$ cat src/rtl/inst_fetch_queue.sv
// Instruction fetch queue: pairs each issued PC with the ROM word returned a cycle later,
// buffers the pair, and hands one registered instruction per cycle to ID.
module inst_fetch_queue #(
  parameter int DEPTH  = 4,
  parameter int ADDR_W = 32,
  parameter int DATA_W = 32
) (
  input  logic              i_clk,
  input  logic              i_rst_n,
  input  logic [ADDR_W-1:0] i_pc,
  input  logic              i_ce,
  input  logic [DATA_W-1:0] i_rom_inst,
  input  logic [5:0]        i_stall,
  input  logic              i_flush,
  output logic [ADDR_W-1:0] o_id_pc,
  output logic [DATA_W-1:0] o_id_inst,
  output logic              o_id_valid,
  output logic              o_stallreq_if,
  output logic              o_overflow_err
);

  localparam int PTR_W = (DEPTH > 1) ? $clog2(DEPTH) : 1;
  localparam int CNT_W = PTR_W + 1;

  logic [ADDR_W-1:0] r_mem_pc   [DEPTH];
  logic [DATA_W-1:0] r_mem_inst [DEPTH];
  logic [PTR_W-1:0]  r_wr_ptr;
  logic [PTR_W-1:0]  r_rd_ptr;
  logic [CNT_W-1:0]  r_count;
  logic              r_inflight;
  logic [ADDR_W-1:0] r_pc_d1;
  logic [ADDR_W-1:0] r_id_pc;
  logic [DATA_W-1:0] r_id_inst;
  logic              r_id_valid;
  logic              r_overflow_err;

  logic              w_issue;
  logic              w_push_req;
  logic              w_full;
  logic              w_empty;
  logic              w_push;
  logic              w_pop;
  logic [CNT_W:0]    w_occupancy;
  logic              w_unused;

  assign w_issue    = i_ce & ~i_stall[0];
  assign w_push_req = r_inflight & ~i_flush;
  assign w_full     = (r_count == CNT_W'(DEPTH));
  assign w_empty    = (r_count == '0);
  assign w_push     = w_push_req & ~w_full;
  assign w_pop      = ~i_flush & ~i_stall[1] & ~w_empty;

  // One slot stays reserved for the fetch that may be issued in the same cycle.
  assign w_occupancy   = {1'b0, r_count} + (CNT_W+1)'(r_inflight);
  assign o_stallreq_if = (w_occupancy >= (CNT_W+1)'(DEPTH - 1));

  assign w_unused = ^i_stall[5:2];

  always_ff @(posedge i_clk or negedge i_rst_n) begin
    if (!i_rst_n) begin
      r_inflight <= 1'b0;
      r_pc_d1    <= '0;
    end else if (i_flush) begin
      r_inflight <= 1'b0;
      r_pc_d1    <= '0;
    end else begin
      r_inflight <= w_issue;
      if (w_issue) r_pc_d1 <= i_pc;
    end
  end

  always_ff @(posedge i_clk) begin
    if (w_push) begin
      r_mem_pc[r_wr_ptr]   <= r_pc_d1;
      r_mem_inst[r_wr_ptr] <= i_rom_inst;
    end
  end

  always_ff @(posedge i_clk or negedge i_rst_n) begin
    if (!i_rst_n) begin
      r_wr_ptr <= '0;
      r_rd_ptr <= '0;
      r_count  <= '0;
    end else if (i_flush) begin
      r_wr_ptr <= '0;
      r_rd_ptr <= '0;
      r_count  <= '0;
    end else begin
      if (w_push) r_wr_ptr <= r_wr_ptr + PTR_W'(1);
      if (w_pop)  r_rd_ptr <= r_rd_ptr + PTR_W'(1);
      r_count <= r_count + CNT_W'(w_push) - CNT_W'(w_pop);
    end
  end

  // Overflow is sticky across flushes; only reset clears it.
  always_ff @(posedge i_clk or negedge i_rst_n) begin
    if (!i_rst_n) begin
      r_overflow_err <= 1'b0;
    end else if (w_push_req && w_full) begin
      r_overflow_err <= 1'b1;
    end
  end

  always_ff @(posedge i_clk or negedge i_rst_n) begin
    if (!i_rst_n) begin
      r_id_pc    <= '0;
      r_id_inst  <= '0;
      r_id_valid <= 1'b0;
    end else if (i_flush) begin
      r_id_pc    <= '0;
      r_id_inst  <= '0;
      r_id_valid <= 1'b0;
    end else if (!i_stall[1]) begin
      if (w_empty) begin
        r_id_pc    <= '0;
        r_id_inst  <= '0;
        r_id_valid <= 1'b0;
      end else begin
        r_id_pc    <= r_mem_pc[r_rd_ptr];
        r_id_inst  <= r_mem_inst[r_rd_ptr];
        r_id_valid <= 1'b1;
      end
    end
  end

  assign o_id_pc        = r_id_pc;
  assign o_id_inst      = r_id_inst;
  assign o_id_valid     = r_id_valid;
  assign o_overflow_err = r_overflow_err;

endmodule
$ cat config.mk
export PLATFORM = sky130hd
export DESIGN_NAME = inst_fetch_queue
export DESIGN_NICKNAME = d
export VERILOG_FILES = /design/src/rtl/inst_fetch_queue.sv
export SDC_FILE = /design/constraint.sdc
export NUM_CORES = 1
export LEC_CHECK = 0
export ABC_AREA = 1
export BUFFER_PORTS_ARGS = -buffer_cell sky130_fd_sc_hd__buf_2
export CELL_PAD_IN_SITES_DETAIL_PLACEMENT = 1
export CELL_PAD_IN_SITES_GLOBAL_PLACEMENT = 2
export CORE_UTILIZATION = 26
export DETAILED_ROUTE_END_ITERATION = 8
export GPL_ROUTABILITY_DRIVEN = 0
export PLACE_DENSITY_LB_ADDON = 0.25
export SYNTH_ARGS = -nofsm -noshare
export SYNTH_HDL_FRONTEND = slang
export SYNTH_SLANG_ARGS = --single-unit
export TNS_END_PERCENT = 1
$ cat constraint.sdc
create_clock -name i_clk -period 4.2 [get_ports i_clk]
set_input_delay 0 -clock i_clk [delete_from_list [all_inputs] [get_ports i_clk]]
set_output_delay 0 -clock i_clk [all_outputs]
set_load 0.02 [all_outputs]
=== Word level (Yosys, flattened, before mapping) ===
Memory sizes are Yosys's and may differ from the RTL's.
Index checks and enable logic that the tools add are counted.

* $add $sub $neg: 5
* Magnitude comparators: 1
* Equality and inequality tests: 2
* Mux-type cells: 19
* Bitwise operators: 10
* Reductions and logical operators: 5

{| class="wikitable"
|+ Operators with widths
! kind !! number
|-
| $mux W32 || 8
|-
| $mux W2 || 4
|-
| $mux W1 || 6
|-
| $reduce_bool A2 Y1 || 3
|-
| $and A1 B1 Y1 || 5
|-
| $not A1 Y1 || 5
|-
| $add A2 B1 Y2 const B || 2
|-
| $add A3 B1 Y4 || 1
|-
| $ge A4 B2 Y1 const B || 1
|-
| $add A3 B1 Y3 || 1
|-
| $eq A3 B3 Y1 const B || 1
|-
| $logic_not A3 Y1 || 1
|-
| $mux W3 || 1
|-
| $sub A3 B1 Y3 || 1
|-
| $ne A2 B1 Y1 const B || 1
|-
| $logic_and A1 B1 Y1 || 1
|}

* Register bits: 106
* Memory bits (writable): 256
* Input bits: 74
* Output and inout bits: 67
* Word-level logic and storage cells: 53
* Memories: 2

{| class="wikitable"
|+ Memory list
! name !! depth !! bits a word !! rd ports !! clocked after memory_dff !! write ports !! RTL line !! source
|-
| r_mem_inst || 4 || 32 || 1 || 0 || 1 || 26 || <nowiki>logic [DATA_W-1:0] r_mem_inst [DEPTH];</nowiki>
|-
| r_mem_pc || 4 || 32 || 1 || 0 || 1 || 25 || <nowiki>logic [ADDR_W-1:0] r_mem_pc [DEPTH];</nowiki>
|}

=== Depth between registers and ports, before layout ===
Gate-level depths: netlist of run 1.

* Word-level depth: 6
* Mapped depth: 11
* Depth with buffers taken out: 10

=== Least setup slack after synthesis of run 1 ===
No wires, ideal clock.

* Kind: register to register
* From: register r_count[1]
* To: memory r_mem_inst[0][0] (enable)
* Library setup time: 0.487 ns
* Arrival time: 3.430 ns
* Required time: 3.713 ns
* Path slack: 0.284 ns
* Cell stages (with the launch flop): 5
* Path buffers: 0
* Period minus slack after synthesis: 3.916 ns
* Path through: dfrtp_1 > nor2_1 > nand2_1 > nand2_1 > nor2_1

* Cells in the longest elaborated chain, start to end: 5

{| class="wikitable"
|+ RTL lines
! what !! RTL line !! source
|-
| from (decl) || 29 || <nowiki>logic [CNT_W-1:0] r_count;</nowiki>
|-
| from (signal assigned) || 91 || <nowiki>r_count <= r_count + CNT_W'(w_push) - CNT_W'(w_pop);</nowiki>
|-
| $eq A3 B3 Y1 || 48 || <nowiki>assign w_full = (r_count == CNT_W'(DEPTH));</nowiki>
|-
| $not A1 Y1 || 50 || <nowiki>assign w_push = w_push_req & ~w_full;</nowiki>
|-
| $and A1 B1 Y1 || 50 ||
|-
| $mux W1 || 73 || <nowiki>if (w_push) begin</nowiki>
|-
| $mux W1 (implied by the code) || 75 || <nowiki>r_mem_inst[r_wr_ptr] <= i_rom_inst;</nowiki>
|-
| to (decl) || 26 ||
|}

Every way passes these cells.

=== Final worst setup path of run 1 ===
* From: register r_count[1]
* To: register r_count[2]

* Cells in the longest elaborated chain, start to end: 6
* Elaborated cells on any way between the ends: 9
* Those cells by class: add/sub (2); eq/ne (1); mux (1); bitwise (4); reduce/logical (1)

{| class="wikitable"
|+ RTL lines
! what !! RTL line !! source
|-
| $eq A3 B3 Y1 || 48 ||
|-
| $not A1 Y1 || 50 ||
|-
| $and A1 B1 Y1 || 50 ||
|-
| $add A3 B1 Y3 || 91 ||
|-
| $sub A3 B1 Y3 (*) || 91 ||
|-
| $mux W3 (*) || 84 || <nowiki>end else if (i_flush) begin</nowiki>
|}

Every way passes the cells marked *; elsewhere a longest branch is shown, timed or not.
A chain may end at the register's enable or synchronous reset.

==> metrics, run 1 <==
Synth Register Bits=362; leakage power=7.323 nW; Mapped Area=13860 um2; Ant. Diodes=0; Worst Slack Setup Final=1.560 ns; Comb power frac=14.8%; DP Area=15300 um2; post-DR wirelength/cell=18.19 um; post-layout net count=1451; H-tree level count=2; Routed WL=37990 um; Num CTS Buffers=42; outcome=completed; Clock power frac=39.9%; post-CTS setup buffers=0; Std-Cell Rows=84; Pint=6.639 mW; RSZ-0062 raised after global routing=false; initial antenna violation count=1; sw frac=27.76%; Max-slew headroom=30.48%; Die Y=232.9 um; Fin. Hold Viols=0; max_cap viols=0; most common cell after layout, fill and taps aside=nand2_1; Vias/cell=4.412; Worst Skew=0.01066 ns; Top Ports=141; DP Worst Slack=1.539 ns; CP required=4.64 ns; Final period util=62.86%; largest net degree at the start of global routing=81; Worst path top cell family by delay=simple AND/OR/NAND/NOR gates; Die W=232.9 um; core region area=52660 um2; Initial Util=26.33%; Max Freq=378.8 MHz; syn_nets=1252; first-pass GRT wire length=58730 um; Worst Tran Pin Value=1.043 ns; Buf/Inv on CP=2; fraction of layout cells with a size suffix above 1=16.36%; Slew Viols, Final=0; post-synthesis cell type count=20; most frequent cells in the layout=463 x nand2_1, 256 x edfxtp_1, 233 x nand3_1, 135 x buf_2, 104 x dfrtp_1; area delta synth->final=25.23%; critical path's slowest cell=dfrtp_1; Crit Path Class=reg -> reg; clk buf depth=3; worst path cell trace=nor2_1, nand2_1, nand2_1, ha_1, inv_1, ha_1, inv_1, fa_1, o21ai_0, a21oi_1; clk sink count=362; fin area=17360 um2; VDD IR-drop max=0.2730 mV; hold buffers post-CTS=67; Hold/Removal Path Class=in -> reg; CP startpoint kind=flop; total gr overflow=0; Pre-antenna DRT Iters=4; Port Buf Inserts=136; initial DRC count=376; CTS tree=built; Post-DP HPWL=19910 um; Root Driver=clkbuf_16; DRT antenna net count=0; Setup TNS=0 ns; vias in the first global route=9659; R2R depth=10; hold depth=3; final core utilization=32.97%; worst-path fanout max=7; Flop pwr share=45.3%; Tmin final=2.640 ns; Overall Power=9.189 mW; worst skew pair latency=0.56 ns; Die ar.=54250 um2; NetSw=2.551 mW; Critical Path Stages=10; Worst Path Arrival=3.08 ns; CTS clock-pin slew for the worst setup and hold paths=0.06 ns; via count=9213; Critical Path End Type=flop; syn_area_per_cell=11.87 um2; max incr delay on CP=0.43 ns; Setup-failing EPs final=0; gr usage total=14.48%; number of remaining DRC errors=0; Seq/Total Area, Yosys=74.58%; Cells after Synth=1168; PD cells=529.3 nW/um2; post-CTS sizing=0; Ys Warns=0
## cell usage after synthesis (all sizes together)
library cell / n / area (um2)
a21oi: 2 / 13.76
a31o: 1 / 8.760
buf: 56 / 299.0
clkbuf: 10 / 37.54
dfrtp: 106 / 2653
edfxtp: 256 / 7687
fa: 1 / 20.02
ha: 9 / 112.6
inv: 19 / 71.31
nand2: 464 / 1742
nand3: 233 / 1166
nor2: 8 / 30.03
o21ai: 1 / 5.000
xnor2: 1 / 8.760
xor2: 1 / 8.760
## power by group through the flow
stage | combinational [mW] | clock, mW | sequential, mW
floorplan | 0.792 | 0 | 4.28
global placement | 1.33 | 0 | 4.24
detailed placement | 1.36 | 0 | 4.24
CTS | 1.41 | 3.79 | 4.17
global route | 1.56 | 3.92 | 4.19
finish | 1.36 | 3.66 | 4.16
## worst paths after layout
check                                               from                        end  slack (ns)
worst max register to register      r_count[1]$_DFF_PN0_       r_count[2]$_DFF_PN0_        1.56
max in group asynchronous                        i_rst_n    r_pc_d1[14]$_DFFE_PN0P_        3.07
worst max-delay path                r_count[1]$_DFF_PN0_       r_count[2]$_DFF_PN0_        1.56
worst min-delay path                                i_ce       r_inflight$_DFF_PN0_        0.10
min in group asynchronous                        i_rst_n  o_id_inst[18]$_DFFE_PN0P_        0.12
worst min register to register  o_id_inst[4]$_DFFE_PN0P_   o_id_inst[4]$_DFFE_PN0P_        0.47
## area by class of cell
type | instances | area [um2]
tap | 688 | 860.8
fill | 5779 | 35300
inverter | 19 | 76.32
timing repair buffer | 221 | 1530
clock buffer | 64 | 1247
clock inverter | 13 | 142.6
multi-input combinational | 721 | 3156
sequential | 362 | 10350
## worst register-to-register path, stage by stage (launching register included)
cell	delay, ns
dfrtp_1	0.43
nor2_1	0.35
nand2_1	0.16
nand2_1	0.41
ha_1	0.32
inv_1	0.06
ha_1	0.14
inv_1	0.05
fa_1	0.40
o21ai_0	0.17
a21oi_1	0.05
## metrics by stage
| step | cells | hold WS, ns |
|---|---|---|
| final | 2088 | 0.1012 |
| after global routing | 2088 | 0.1663 |
| after CTS | 2088 | 0.1007 |
| after detailed placement | 1944 | 0.1655 |
| after global placement | 1944 | 0.1782 |
| after floorplan | 1168 | -0.2956 |
## registers in the layout, summed over array words and instances, names as in the netlist
name            cells
r_rd_ptr            2
o_id_valid          1
r_inflight          1
r_count             3
r_pc_d1            32
o_id_pc            32
o_id_inst          32
r_wr_ptr            2
r_mem_pc          128
r_mem_inst        128
o_overflow_err      1
## routing by layer
metal,vias up,part of all wire [%],GRT usage (%)
met1,4603,45,18.86
met5,-,0.026,0
met2,157,49,24.43
met3,57,3.7,2.206
met4,2,2.2,4.922
li1,4394,-,-
## cells by family after synthesis
kind of cell / count (synthesis) / share of synthesized area (%)
fa+ha+maj: 10 / 0.9567
buf+inv: 85 / 2.942
xor+xnor: 2 / 0.1264
simple gates: 705 / 21.19
compound gates: 4 / 0.1985
flops: 362 / 74.58
Note: power is estimated with default switching activity, not from simulation.
==> run 2: changes to the inputs <==
- ABC_AREA: 1 -> 0
- clock period: 4.2 -> 2.25 ns (I/O delays scaled with it)
==> run 2 against run 1 <==
Compared with the run above:
- cell count fell by 26%
- first-iteration DRC count rose by 9.8%
- core utilization rose by 1.2 points
- global-route usage fell by 1.6 points
- sequential share of layout area rose by 0.81 points
- worst setup slack got worse by 1.4 ns
- clock power rose by 94%
- synthesized cell count fell by 48%
- register-to-register slack got worse by 1.4 ns
- clock skew fell by 0.0011 ns
- sequential cell count did not move
==> metrics, run 2 <==
outcome=completed; Max Freq=474.8 MHz; Cells after Synth=608; Die W=227.5 um; final core utilization=34.14%; Mapped Area=13220 um2; Ys Warns=0; VDD IR-drop max=0.5510 mV; most frequent cells in the layout=256 x edfxtp_1, 135 x buf_2, 104 x dfrtp_1, 96 x a22o_1, 67 x dlygate4sd3_1; gr usage total=12.85%; Tmin final=2.106 ns; total gr overflow=0; Routed WL=32250 um; ys flop type=edfxtp_1; Async SR Flop Fraction=29.28%; top flop regs=r_mem_inst: 128 flops, r_mem_pc: 128 flops; Post-synth EDFFs=256; post-synthesis cell type count=30; RSZ-0062 raised after global routing=false; area delta synth->final=29.58%; fin area=17130 um2; DP Area=14970 um2; Setup-failing EPs final=0; most common cell after layout, fill and taps aside=edfxtp_1; Die ar.=51740 um2; initial DRC count=413; Synth Area in Compound Gates=6.845%; worst-path fanout max=4; core region area=50170 um2; leakage power=6.490 nW; Synth top area share=58.17%; main combinational cell family by area after synthesis=multiplexers; DRT antenna net count=0; via count=6815; Hold/Removal Path Class=in -> async; worst hold slack=0.06495 ns; first-pass GRT wire length=48110 um; CP required=2.69 ns; Root Driver=clkbuf_16; Std-Cell Rows=82; multiplexer share of the synthesized area=10.99%; Ant. Diodes=0; XOR/XNOR share of the synthesized area=0.1325%; Top Ports=141; Post-Synth Simple-Gate Area=0.7763%; CTS tree=built; max_cap viols=0; Critical Path End Type=flop; placed cells=1409; post-layout net count=933; Overall Power=16.80 mW; Die Y=227.5 um; Vias/cell=4.383; Port Buf Inserts=136; post-CTS setup buffers=0; Synth area leaders=edfxtp_1 58%, dfrtp_1 20%, mux4_2 11%; Worst Tran Pin Value=1.010 ns; clk buf depth=3; worst skew pair latency=0.55 ns; largest net degree at the start of global routing=66; syn_nets=692; Crit Path Class=reg -> reg; Post-DP HPWL=18010 um; CTS clock-pin slew for the worst setup and hold paths=0.06 ns; post-DR wirelength/cell=20.74 um; count leader, synth=edfxtp_1; Num CTS Buffers=42; Initial Util=26.34%; PD cells=980.8 nW/um2; Max-slew headroom=32.67%; Final period util=93.62%; Worst Skew=0.009599 ns; Fin. Hold Viols=0; adder-cell share of the synthesized area=1.004%; fraction of layout cells with a size suffix above 1=35.33%; clk sink count=362; vias in the first global route=7299; Layout fillers=5025; CP startpoint kind=flop; leading area contributor after synthesis=edfxtp_1; synth cell count leaders=256 x edfxtp_1, 106 x dfrtp_1, 96 x a22o_1, 64 x mux4_2, 16 x clkbuf_1; Slew Viols, Final=0; H-tree level count=2; syn_area_per_cell=21.74 um2; Worst Path Arrival=2.54 ns; number of remaining DRC errors=0; Post-Layout Cell Count=1555; Pre-antenna DRT Iters=4; initial antenna violation count=1; Seq/Total Area, Yosys=78.24%; Synth Register Bits=362
[run 2: changes by cell type after synthesis, sizes merged, moves of 3 or more]
cell and delta:
nand2 -464, nand3 -233, a22o +96, mux4 +64, buf -35, inv -10
clkbuf +6, nor2 -5, and2 +4, nor3 +3
[run 2: per-stage QoR]
step	TNS [ns]	setup slack, ns
after CTS	0	0.1143
after global routing	0	0.001788
final	0	0.1437
after global placement	0	0.1176
after detailed placement	0	0.1288
after floorplan	-125.40	-0.6531
[run 2: worst max-delay path, cell delays in order (launching register included)]
cell	delay, ns
dfrtp_1	0.43
nor3b_1	0.17
nor3_1	0.21
inv_1	0.07
ha_1	0.29
inv_1	0.05
ha_1	0.13
inv_1	0.05
fa_1	0.40
xnor2_1	0.14
nor2_1	0.05
[run 2: kinds of logic after synthesis]
family / count (synthesis)
mux: 65
compound gates: 106
fa+ha+maj: 10
xor+xnor: 2
simple gates: 17
flops: 362
buf+inv: 46
[run 2: timing repair]
action / in CTS / in global routing
endpoints found under the hold margin: 273 / 0
hold buffers: 68 / 0
gates resized for setup: 0 / 0
[run 2: final cells by class]
type	instances	area [um2]	area share, %
flip-flops and latches	362	10350	60.42
multi-input cells	200	2645	15.44
repair buffers	234	1798	10.50
clock buffers	58	1225	7.152
well taps	672	840.8	4.909
clock inverters	20	236.5	1.381
inverters	9	33.78	0.1973
[run 2: per-layer routing]
layer | vias up | part of all wire [%] | global-route usage (%)
met5 | - | 0.031 | 0
met4 | 2 | 2.0 | 3.810
met3 | 49 | 4.2 | 2.827
met2 | 148 | 48 | 20.19
met1 | 3618 | 46 | 17.75
li1 | 2998 | - | -
[run 2: worst paths after layout]
check | from | endpoint | slack, ns | cells after the start
min in group i_clk | i_ce | r_inflight$_DFF_PN0_ | 0.17 | 3
setup / recovery | r_count[2]$_DFF_PN0_ | r_count[2]$_DFF_PN0_ | 0.14 | 10
hold / removal | i_rst_n | o_id_inst[23]$_DFFE_PN0P_ | 0.06 | 3
setup reg to reg | r_count[2]$_DFF_PN0_ | r_count[2]$_DFF_PN0_ | 0.14 | 10
hold reg to reg | o_id_valid$_DFFE_PN0P_ | o_id_valid$_DFFE_PN0P_ | 0.47 | 1
max in group asynchronous | i_rst_n | r_pc_d1[23]$_DFFE_PN0P_ | 1.83 | 3
[run 2: where the power goes]
part	internal (mW)	leakage (nW)	total (mW)	switching, mW
logic	0.991	1.98	2.02	1.03
clock network	4.39	0.722	7.11	2.72
registers	7.42	3.79	7.67	0.244
